`config.mk`:
```
export PLATFORM = sky130hd
export DESIGN_NAME = stream_mux_rr
export DESIGN_NICKNAME = d
export VERILOG_FILES = /design/src/rtl/stream_mux_rr.sv
export SDC_FILE = /design/constraint.sdc
export NUM_CORES = 1
export LEC_CHECK = 0
export BUFFER_PORTS_ARGS = -buffer_cell sky130_fd_sc_hd__buf_2
export CAP_MARGIN = 5
export CORE_MARGIN = 2
export CORE_UTILIZATION = 43
export DETAILED_ROUTE_END_ITERATION = 16
export GPL_ROUTABILITY_DRIVEN = 0
export HOLD_SLACK_MARGIN = 0.12
export PLACE_DENSITY = 0.77
export SLEW_MARGIN = 15
export SYNTH_ARGS = -nofsm -noshare
export SYNTH_HDL_FRONTEND = slang
export SYNTH_SLANG_ARGS = --single-unit
```
`constraint.sdc`:
```
create_clock -name clk -period 4.55 [get_ports clk]
set_input_delay 0.2275 -clock clk [delete_from_list [all_inputs] [get_ports clk]]
set_output_delay 0.2275 -clock clk [all_outputs]
set_load 0.005 [all_outputs]
```
`src/rtl/stream_mux_rr.sv`:
```
// rtl/stream_mux_rr.sv - N-to-1 valid/ready stream mux, explicit select or round-robin with packet lock
// One registered output stage; in_ready is combinational from the grant and the load enable.
module stream_mux_rr #(
  parameter int NUM_CH = 8,
  parameter int DATA_W = 8,
  parameter int SEL_W  = $clog2(NUM_CH)
) (
  input  logic                     clk,
  input  logic                     rst_n,
  input  logic                     mode,
  input  logic [SEL_W-1:0]         sel,
  input  logic [NUM_CH-1:0]        in_valid,
  input  logic [NUM_CH-1:0]        in_last,
  input  logic [NUM_CH*DATA_W-1:0] in_data,
  output logic [NUM_CH-1:0]        in_ready,
  output logic                     out_valid,
  output logic [DATA_W-1:0]        out_data,
  output logic                     out_last,
  output logic [SEL_W-1:0]         out_ch,
  input  logic                     out_ready
);

  typedef enum logic {
    ST_IDLE   = 1'b0,
    ST_LOCKED = 1'b1
  } lock_state_e;

  lock_state_e         state_q, state_d;
  logic [SEL_W-1:0]    ptr_q, ptr_d;
  logic [SEL_W-1:0]    lock_ch_q, lock_ch_d;
  logic                out_valid_q, out_valid_d;
  logic [DATA_W-1:0]   out_data_q, out_data_d;
  logic                out_last_q, out_last_d;
  logic [SEL_W-1:0]    out_ch_q, out_ch_d;

  logic                load;
  logic                xfer;
  logic [SEL_W-1:0]    gnt;
  logic                gnt_vld;
  logic [DATA_W-1:0]   gnt_data;
  logic                gnt_last;
  logic [NUM_CH-1:0]   rdy_vec;

  logic [SEL_W:0]      rot_amt;
  logic [2*NUM_CH-1:0] vld_dbl;
  logic [NUM_CH-1:0]   vld_rot;
  int                  rr_off;
  int                  rr_sum;
  logic                rr_vld;
  logic [SEL_W-1:0]    rr_gnt;

  assign load = !out_valid_q || out_ready;
  assign xfer = load && gnt_vld;

  // Rotate requests so bit 0 is the channel right after ptr, then take the lowest set bit.
  always_comb begin
    rot_amt = {1'b0, ptr_q} + 1'b1;
    vld_dbl = {in_valid, in_valid} >> rot_amt;
    vld_rot = vld_dbl[NUM_CH-1:0];
    rr_off  = 0;
    rr_vld  = 1'b0;
    for (int i = NUM_CH - 1; i >= 0; i--) begin
      if (vld_rot[i]) begin
        rr_off = i;
        rr_vld = 1'b1;
      end
    end
    rr_sum = int'(ptr_q) + 1 + rr_off;
    if (rr_sum >= NUM_CH) begin
      rr_sum = rr_sum - NUM_CH;
    end
    rr_gnt = SEL_W'(rr_sum);
  end

  always_comb begin
    gnt     = '0;
    gnt_vld = 1'b0;
    if (!mode) begin
      gnt = sel;
      // Out-of-range sel simply matches no channel.
      for (int i = 0; i < NUM_CH; i++) begin
        if (sel == SEL_W'(i)) begin
          gnt_vld = in_valid[i];
        end
      end
    end else if (state_q == ST_LOCKED) begin
      gnt = lock_ch_q;
      for (int i = 0; i < NUM_CH; i++) begin
        if (lock_ch_q == SEL_W'(i)) begin
          gnt_vld = in_valid[i];
        end
      end
    end else begin
      gnt     = rr_gnt;
      gnt_vld = rr_vld;
    end
  end

  always_comb begin
    gnt_data = '0;
    gnt_last = 1'b0;
    rdy_vec  = '0;
    for (int i = 0; i < NUM_CH; i++) begin
      if (gnt == SEL_W'(i)) begin
        gnt_data   = in_data[i*DATA_W +: DATA_W];
        gnt_last   = in_last[i];
        rdy_vec[i] = xfer;
      end
    end
  end

  // No handshake is offered to producers while reset is held.
  assign in_ready = rst_n ? rdy_vec : '0;

  always_comb begin
    out_valid_d = out_valid_q;
    out_data_d  = out_data_q;
    out_last_d  = out_last_q;
    out_ch_d    = out_ch_q;
    ptr_d       = ptr_q;
    state_d     = state_q;
    lock_ch_d   = lock_ch_q;

    if (load) begin
      out_valid_d = gnt_vld;
      if (gnt_vld) begin
        out_data_d = gnt_data;
        out_last_d = gnt_last;
        out_ch_d   = gnt;
      end
    end

    if (!mode) begin
      state_d = ST_IDLE;
    end else if (xfer) begin
      ptr_d = gnt;
      case (state_q)
        ST_IDLE: begin
          if (!gnt_last) begin
            state_d   = ST_LOCKED;
            lock_ch_d = gnt;
          end
        end
        ST_LOCKED: begin
          if (gnt_last) begin
            state_d = ST_IDLE;
          end
        end
        default: state_d = ST_IDLE;
      endcase
    end
  end

  always_ff @(posedge clk or negedge rst_n) begin
    if (!rst_n) begin
      out_valid_q <= 1'b0;
      out_data_q  <= '0;
      out_last_q  <= 1'b0;
      out_ch_q    <= '0;
      ptr_q       <= SEL_W'(NUM_CH - 1);
      state_q     <= ST_IDLE;
      lock_ch_q   <= '0;
    end else begin
      out_valid_q <= out_valid_d;
      out_data_q  <= out_data_d;
      out_last_q  <= out_last_d;
      out_ch_q    <= out_ch_d;
      ptr_q       <= ptr_d;
      state_q     <= state_d;
      lock_ch_q   <= lock_ch_d;
    end
  end

  assign out_valid = out_valid_q;
  assign out_data  = out_data_q;
  assign out_last  = out_last_q;
  assign out_ch    = out_ch_q;

endmodule

```
==> results.cfg, run 1 <==
[min_path]
min-delay-path-class = input port to flip-flop

[sta]
fin_skew_ps = 1.19
period_minus_slack_ps = 4550
worstMarginPinSlew_ps = 794
period_share_pct = 99.9
setup_violations = 0
rsz0062_at_grt = true
slew_violations = 0
fin_ws_ps = 4.05
max_freq_mhz = 220
finalHoldViolations = 0
slew_headroom_pct = 46.9

[final_layout]
final_nets = 445
drive_above_1_share_pct = 54.8
finish.instance_area_sq_mm = 0.00320
stdcell_count = 424
diodes = 0
syn_to_final_growth_pct = 36.2

[synthesis]
ys_seq_elements = 20
synth_commonest_cells = 26 x mux4_2, 26 x nand2_1, 24 x nor2_1
syn-cell-area_sq_mm = 0.00235
syn-num-nets = 338
synth.largest_area_cell = mux4_2
synth.top_cells.by_area = mux4_2 25%, dfrtp_1 18%, nor3_1 4.7%
yosysTopAreaCellShare_pct = 24.9
syn_avg_cell_area_sq_um = 9.46
ys_async_sr_fraction_pct = 100
yosysWarnings = 0
synth_edf_count = 0
ys.flop_type = dfrtp_1
netlist_instances = 248
ys_types = 50
ys_seq_area_share_pct = 21.5

[worst_setup_path]
r2r_cells = 17
rrSetupSlack_ps = 30
worstReg2RegEnd = lock_ch_q[0]
critPathMaxFanout = 4
end_kind = output port
cp-start-kind = flip-flop
required_ps = 4320
r2r-start = ptr_q[0]
path_class = flip-flop to output port
startpoint = ptr_q[0]
worstPathArrival_ps = 4320
cp-endpoint = in_ready[0]

[clock_network]
htree_levels = 1
clock-sinks = 20
cts-root-buf = clkbuf_8
path_clk_slew_ps = 70
clockBufferDepth = 2
cts_made_buffers = 3
insertion_delay_ps = 260
cts_tree = built

[die]
io_pins = 108
die_w_um = 77.9
rows = 26
coreArea_sq_mm = 0.00517
initial_core_util_pct = 45.4
die-area_sq_mm = 0.00607
die_h_um = 77.9

[global_route]
grt_usage_pct = 23.7
grt_pass1_wl_mm = 11.5
antenna_found_initial = 0
grt-ovfl-total = 0
grt_max_degree = 22
grt_pass1_vias = 2450

[routing]
via_per_inst = 5.97
first_pass_iters = 4
wirelength_mm = 7.26
postRouteAntennaNets = 0
drt_iter0_drc = 240
wl_per_cell_um = 17.1
route.detailed.drc = 0
vias = 2533

[place]
dp_cells = 408
hpwl_mm = 5.29
placed_cell_area_sq_mm = 0.00292
io_buffers = 107
post-place-ws_ps = -29.7

[power]
pwr-share-clk_pct = 5.0
power_frac_seq_pct = 15.7
leakage_nw = 1.40
power_frac_comb_pct = 79.3
p_sw_mw = 1.08
p_int_mw = 1.31
peakVddDrop_mv = 0.393
power_density_mw_per_mm2 = 746
power_mw = 2.39
switching_share_pct = 45.2

[run_status]
status = finished, final reports clean

[job]
max_cap_viol_count = 0
layout make-up:
cell class              count  area (sq um)
fillers                   425          1980
repair buffers            126           699
inverters                   5          18.8
clock buffers               4          45.0
flip-flops and latches     20           504
well taps                  70          87.6
multi-input cells         199          1840
cell usage in the layout (no fill, tap or decap), drive strengths merged, types with 3 or more instances in the layout:
| master | Yosys | final |
|---|---|---|
| buf | 13 | 124 |
| nand2 | 27 | 27 |
| mux4 | 26 | 26 |
| nor2 | 24 | 24 |
| nor3 | 24 | 24 |
| dfrtp | 17 | 17 |
| a31oi | 10 | 10 |
| mux2i | 9 | 9 |
| nor4 | 8 | 8 |
| nor3b | 8 | 8 |
| o21ai | 8 | 8 |
| mux2 | 7 | 7 |
| nor2b | 6 | 6 |
| inv | 5 | 5 |
| nand2b | 5 | 5 |
| clkbuf | 11 | 4 |
| dfstp | 3 | 3 |
| o211ai | 3 | 3 |
| a21oi | 3 | 3 |
| nand3 | 3 | 3 |
worst min-delay path by stage:
stage,start,endpoint,slack (ps),cells past startpoint
after floorplan,rst_n,lock_ch_q[0],-70,0
after global placement,rst_n,out_ch[1],210,1
after detailed placement,rst_n,out_ch[1],220,1
after CTS,in_data[62],out_data[6],220,3
after global routing,in_data[62],out_data[6],240,3
final,in_data[62],out_data[6],220,3
worst max-delay path, stage by stage (launching register included):
cell	delay (ps)
dfstp_2	580
mux4_2	560
nor2_4	170
nor2_2	60
o31ai_2	230
nor2_1	90
o31ai_2	220
o21bai_1	90
a32o_1	260
ha_2	170
fa_2	350
xor2_2	170
xnor2_2	170
nand2b_4	150
mux2_4	190
and2_4	180
nand3_4	100
nor3_2	190
buf_2	130
registers in the layout (all words and copies together), names as in the netlist:
name and cells:
state_q 1, out_valid 1, out_data 8, out_ch 3
ptr_q 3, lock_ch_q 3, out_last 1
power groups by stage:
stage               Clock (mW)  Combinational [mW]  Sequential (mW)
floorplan                    0                1.20            0.337
global placement             0                1.50            0.371
detailed placement           0                1.53            0.378
CTS                      0.124                1.75            0.371
global route             0.131                2.05            0.390
finish                   0.119                1.89            0.375
cells by family (layout without fill, tap and decap cells):
kind of cell             after synthesis  after routing  synth area share (%)
AO/OA/AOI/OAI                         40             40                  12.0
XOR/XNOR                               3              3                  1.12
adder cells (fa/ha/maj)                3              3                  1.92
buffers and inverters                 29            135                  5.76
flip-flops                            20             20                  21.5
multiplexers                          42             42                  32.8
AND/OR/NAND/NOR                      111            111                  24.9
through the flow:
step                hold WS [ps]  util [%]  TNS, ps
finish                       224      61.8        0
global route                 239      61.8    -2150
CTS                          220      60.6     -119
detailed placement           215      56.4    -55.7
global placement             205      56.4        0
floorplan                  -68.1         -        0
metal layers:
| layer | vias up | GRT usage (%) | share of wire, % |
|---|---|---|---|
| li1 | 1163 | - | - |
| met2 | 131 | 39.5 | 52 |
| met3 | 19 | 4.19 | 7.7 |
| met5 | - | 0 | 0 |
| met4 | 0 | 9.82 | 2.5 |
| met1 | 1220 | 30.2 | 37 |
what timing repair did:
item | in CTS | in global routing
hold buffers | 2 | 0
gates resized for setup | 15 | 14
hold endpoints to repair | 17 | 0
gates cloned | 0 | 0
buffers inserted | 10 | 2
endpoints found under the setup margin | 8 | 21
pin swaps | 10 | 15
No activity file was read; power rests on OpenSTA's default activity.
==> run 2, diff against run 1 <==
CTS_CLUSTER_SIZE = 16   (was default)
PLACE_DENSITY = default   (was 0.77)
PLACE_DENSITY_LB_ADDON = 0.08   (was default)
==> run 2 against run 1 <==
  * Sequential share of layout area fell by 0.37 points
  * Hold slack improved by 11 ps
  * Final cell count rose by 2.8%
  * Routed wire length fell by 0.90%
  * Sequential power fell by 1%
  * Critical endpoint is now in_ready[1]
  * Clock skew rose by 4.3 ps
  * Register-to-register slack improved by 40 ps
  * Clock-buffer cell count fell by 1
  * Non-clock buffer count rose by 12
  * First-iteration DRC count fell by 49%
  * Fmax rose by 0.10%
==> results.cfg, run 2 (same netlist as run 1, synthesis figures left out) <==
[run_status]
status = finished, final reports clean

[global_route]
grt_usage_pct = 23.6
grt-ovfl-total = 0
grt_pass1_vias = 2352
grt_max_degree = 22
grt_pass1_wl_mm = 11.5
antenna_found_initial = 0

[clock_network]
clock-sinks = 20
cts_tree = built
path_clk_slew_ps = 80
clockBufferDepth = 2
cts-root-buf = clkbuf_8
htree_levels = 1
cts_made_buffers = 3
insertion_delay_ps = 260

[routing]
via_per_inst = 5.70
postRouteAntennaNets = 0
first_pass_iters = 4
wirelength_mm = 7.20
route.detailed.drc = 0
vias = 2485
drt_iter0_drc = 123
wl_per_cell_um = 16.5

[job]
max_cap_viol_count = 0

[die]
die-area_sq_mm = 0.00607
initial_core_util_pct = 45.4
rows = 26
coreArea_sq_mm = 0.00517
die_w_um = 77.9
die_h_um = 77.9
io_pins = 108

[worst_setup_path]
cp-start-kind = flip-flop
cp_cell_sequence = mux4_2 -> nor2_4 -> nor2_2 -> o31ai_4 -> nor2_1 -> o31ai_2 -> o21bai_1 -> a32o_1 -> ha_2 -> fa_2 -> xor2_1 -> xnor2_1 -> nand2b_1 -> mux2_4 -> and2_4 -> nand3_4 -> nor3_2 -> buf_2
slowest_delay_ps = 580
r2r_cells = 17
critPathMaxFanout = 4
critPathTopFamily = simple AND/OR/NAND/NOR gates
path_class = flip-flop to output port
timing.critical_path.buf_inv = 1
worstPathArrival_ps = 4310
crit_path_top_delay_cell = dfstp_2
end_kind = output port
required_ps = 4320
cp.depth = 18
rrSetupSlack_ps = 70

[final_layout]
syn_to_final_growth_pct = 39.4
stdcell_count = 436
fill_cells = 432
layout_common_cells = 108 x buf_2, 26 x nand2_1, 26 x mux4_2, 26 x buf_4, 22 x nor2_1
final_common_cell = buf_2
drive_above_1_share_pct = 54.6
final_nets = 457
diodes = 0
largest_reg_flops = 8

[place]
io_buffers = 107
hpwl_mm = 5.37
dp_cells = 413

[sta]
setup_tns_ps = 0
period_share_pct = 99.8
hold_ws_ps = 235
fin_skew_ps = 5.46
slew_headroom_pct = 45.6
finalHoldViolations = 0
worstMarginPinSlew_ps = 813
setup_violations = 0
max_freq_mhz = 220
period_minus_slack_ps = 4540
slew_violations = 0
rsz0062_at_grt = true

[power]
p_sw_mw = 1.05
power_frac_seq_pct = 15.3
leakage_nw = 1.45
p_int_mw = 1.37
power_density_mw_per_mm2 = 741
power_frac_comb_pct = 77.4
pwr-share-clk_pct = 7.3
peakVddDrop_mv = 0.289
switching_share_pct = 43.3

[min_path]
hold_depth = 3
min-delay-path-class = input port to flip-flop
[run 2: final cells by class]
class	count	area, sq um	share of cell area [%]
Tap cell	70	87.6	2.68
Inverter	5	18.8	0.573
Sequential cell	20	504	15.4
Timing Repair Buffer	138	778	23.8
Clock buffer	3	41.3	1.26
Multi-Input combinational cell	199	1810	55.4
Clock inverter	1	30.0	0.917
[run 2: what timing repair did]
item                                   CTS  global route
cloned                                   1             0
resized for setup                       12             8
setup endpoints to repair                8            21
endpoints found under the hold margin   17             0
hold buffers                             2             0
pin swaps                                8             9
setup buffers                           11             5
[run 2: stage by stage]
step	util [%]	setup slack (ps)	cell area, sq um	power (mW)
after floorplan	-	10.8	2350	1.54
after global placement	57.3	158	2960	1.89
after detailed placement	57.3	27.2	2960	1.91
after CTS	61.8	1.49	3200	2.34
after global routing	63.3	-175	3270	2.62
final	63.3	8.77	3270	2.43
[run 2: worst min-delay path: stages]
cell,delay (ps)
buf_2,80
a41oi_1,80
o21ai_1,70
[run 2: per-layer routing]
layer	vias to the layer above	share of wire, %	track usage (%)
li1	1186	-	-
met1	1188	41	32.6
met2	103	50	39.1
met3	8	6.7	3.37
met4	0	1.7	6.07
met5	-	0	0
[run 2: final timing paths]
check	startpoint	end
hold reg to reg	out_last	out_last
setup reg to reg	ptr_q[0]	lock_ch_q[0]
hold / removal	in_data[63]	out_data[7]
max in group asynchronous	rst_n	out_data[6]
min in group asynchronous	rst_n	ptr_q[0]
setup / recovery	ptr_q[0]	in_ready[1]
[run 2: power groups by stage]
stage               combinational, mW  sequential [mW]  clock, mW
global placement                 1.52            0.374          0
floorplan                        1.20            0.337          0
detailed placement               1.53            0.375          0
finish                           1.88            0.370      0.177
global route                     2.05            0.386      0.188
CTS                              1.78            0.370      0.184
==> run 3, diff against run 2 <==
BUFFER_PORTS_ARGS = default   (was -buffer_cell sky130_fd_sc_hd__buf_2)
CORE_UTILIZATION = 50   (was 43)
DONT_BUFFER_PORTS = 1   (was default)
==> run 3 against run 2 <==
  * Largest power group unchanged
  * Sequential cell count unchanged
  * Clock power up 6%
  * Largest cell class unchanged
  * Fmax up 2.4%
  * Cell area down 18%
  * Register-to-register slack better by 60 ps
  * Die area down 13%
  * Clock-buffer cell count unchanged
==> results.cfg, run 3 (same netlist as run 1, synthesis figures left out) <==
[run_status]
status = finished, final reports clean

[sta]
worstMarginPinSlew_ps = 949
max_freq_mhz = 226
period_minus_slack_ps = 4430
hold_ws_ps = 131
finalHoldViolations = 0
slew_violations = 0
fin_skew_ps = 5.30
setup_violations = 0
fin_ws_ps = 116
slew_headroom_pct = 36.5
rsz0062_at_grt = true
period_share_pct = 97.4

[final_layout]
regArea_sq_um = 508
multiInputGateArea_sq_mm = 0.00186
finish.instance_area_sq_mm = 0.00268
drive_above_1_share_pct = 35.2
stdcell_count = 299
final_nets = 338
diodes = 0
syn_to_final_growth_pct = 14.3
largest_reg_flops = 8
fill_cells = 346
finish.utilization_pct = 60.4
layout_common_cells = 26 x nand2_1, 26 x mux4_2, 20 x nor2_1

[clock_network]
cts-root-buf = clkbuf_8
insertion_delay_ps = 280
cts_made_buffers = 3
path_clk_slew_ps = 80
clock-sinks = 20
htree_levels = 1
clockBufferDepth = 2
cts_tree = built

[global_route]
top_usage_layer = met2
grt_usage_pct = 25.9
grt_pass1_wl_mm = 10.4
use_met2_pct = 41.6
grt_pass1_vias = 2133
use_met1_pct = 32.8
grt_util_met3_pct = 8.61
grt-ovfl-total = 0
antenna_found_initial = 0
grt_max_degree = 29

[place]
placed_cell_area_sq_mm = 0.00238
post-place-ws_ps = -8.59
hpwl_mm = 4.99
dp_cells = 284
io_buffers = 0

[die]
die_w_um = 72.5
initial_core_util_pct = 52.8
rows = 24
io_pins = 108
coreArea_sq_mm = 0.00444
die-area_sq_mm = 0.00526
die_h_um = 72.5

[worst_setup_path]
r2r-start = ptr_q[0]
r2r_cells = 18
rrSetupSlack_ps = 130
worstPathArrival_ps = 4210
cp-start-kind = flip-flop
worstReg2RegEnd = lock_ch_q[1]
end_kind = output port
required_ps = 4320
critPathMaxFanout = 4
path_class = flip-flop to output port

[routing]
wl_per_cell_um = 22.9
postRouteAntennaNets = 0
drt_iter0_drc = 183
wirelength_mm = 6.86
vias = 2159
first_pass_iters = 5
route.detailed.drc = 0
via_per_inst = 7.22

[min_path]
min-delay-path-class = input port to flip-flop
hold_depth = 2
holdPathEnd = out_data[6]
hp-start = in_data[62]

[power]
peakVddDrop_mv = 0.410
leakage_nw = 0.987
power_density_mw_per_mm2 = 854

[job]
max_cap_viol_count = 0
[run 3: cell types whose count changed in the layout (fill, tap and decap cells not counted), moves of 2 or more]
cell    change
nor3_4      +2
nor2_2      +2
buf_4      -12
nor2_1      -2
buf_2     -108
[run 3: worst max-delay path, cell delays in order (launching register included)]
cell and delay (ps):
dfstp_2 580, mux4_2 550, nor2_4 150, nor2_2 60, o31ai_4 210, nor2_1 90
o31ai_2 220, o21bai_1 90, a32o_1 260, ha_2 170, fa_2 350, xor2_2 170
xnor2_2 150, nand2b_1 160, mux2_4 300, nand2_8 70, nand3_4 110, nor3_4 230
[run 3: per-layer routing]
layer  vias to the layer above  wire (um)  part of all wire, %
met5                         -          0                    0
met2                       156       3500                   51
li1                        946          -                    -
met4                         0        141                  2.1
met3                        13        694                   10
met1                      1044       2520                   37
[run 3: layout make-up]
type                       count  area share, %
sequential                    20           18.9
timing repair buffer          19           5.92
inverter                       5          0.700
clock buffer                   3           1.54
clock inverter                 1           1.12
tap                           52           2.43
multi-input combinational    199           69.4
[run 3: worst max-delay path by stage]
stage                     startpoint            to  slack, ps  cells after the start
after floorplan             ptr_q[0]  lock_ch_q[0]         10                     18
after global placement      ptr_q[0]  lock_ch_q[2]        150                     16
after detailed placement    ptr_q[0]   in_ready[5]         -9                     17
after CTS                   ptr_q[0]   in_ready[5]         20                     17
after global routing        ptr_q[0]   in_ready[4]        -70                     17
final                       ptr_q[0]   in_ready[4]        120                     17
[run 3: repair_timing]
action,4_1_cts,5_1_grt
setup endpoints to repair,8,22
resized for setup,17,13
hold buffers,2,0
pin swaps,8,10
setup buffers,8,1
gates cloned,0,0
hold endpoints to repair,21,0
[run 3: per-stage QoR]
step	TNS, ps	total power, mW
2_1_floorplan	0	1.54
3_3_place_gp	0	1.78
3_5_place_dp	-8.59	1.82
4_1_cts	0	2.17
5_1_grt	-339	2.47
6_report	0	2.29
[run 3: power breakdown]
part | switching, mW | internal, mW | total [mW] | leakage [nW]
clock | 0.0694 | 0.118 | 0.187 | 0.0357
combinational | 0.837 | 0.863 | 1.70 | 0.724
sequential | 0.124 | 0.280 | 0.404 | 0.228
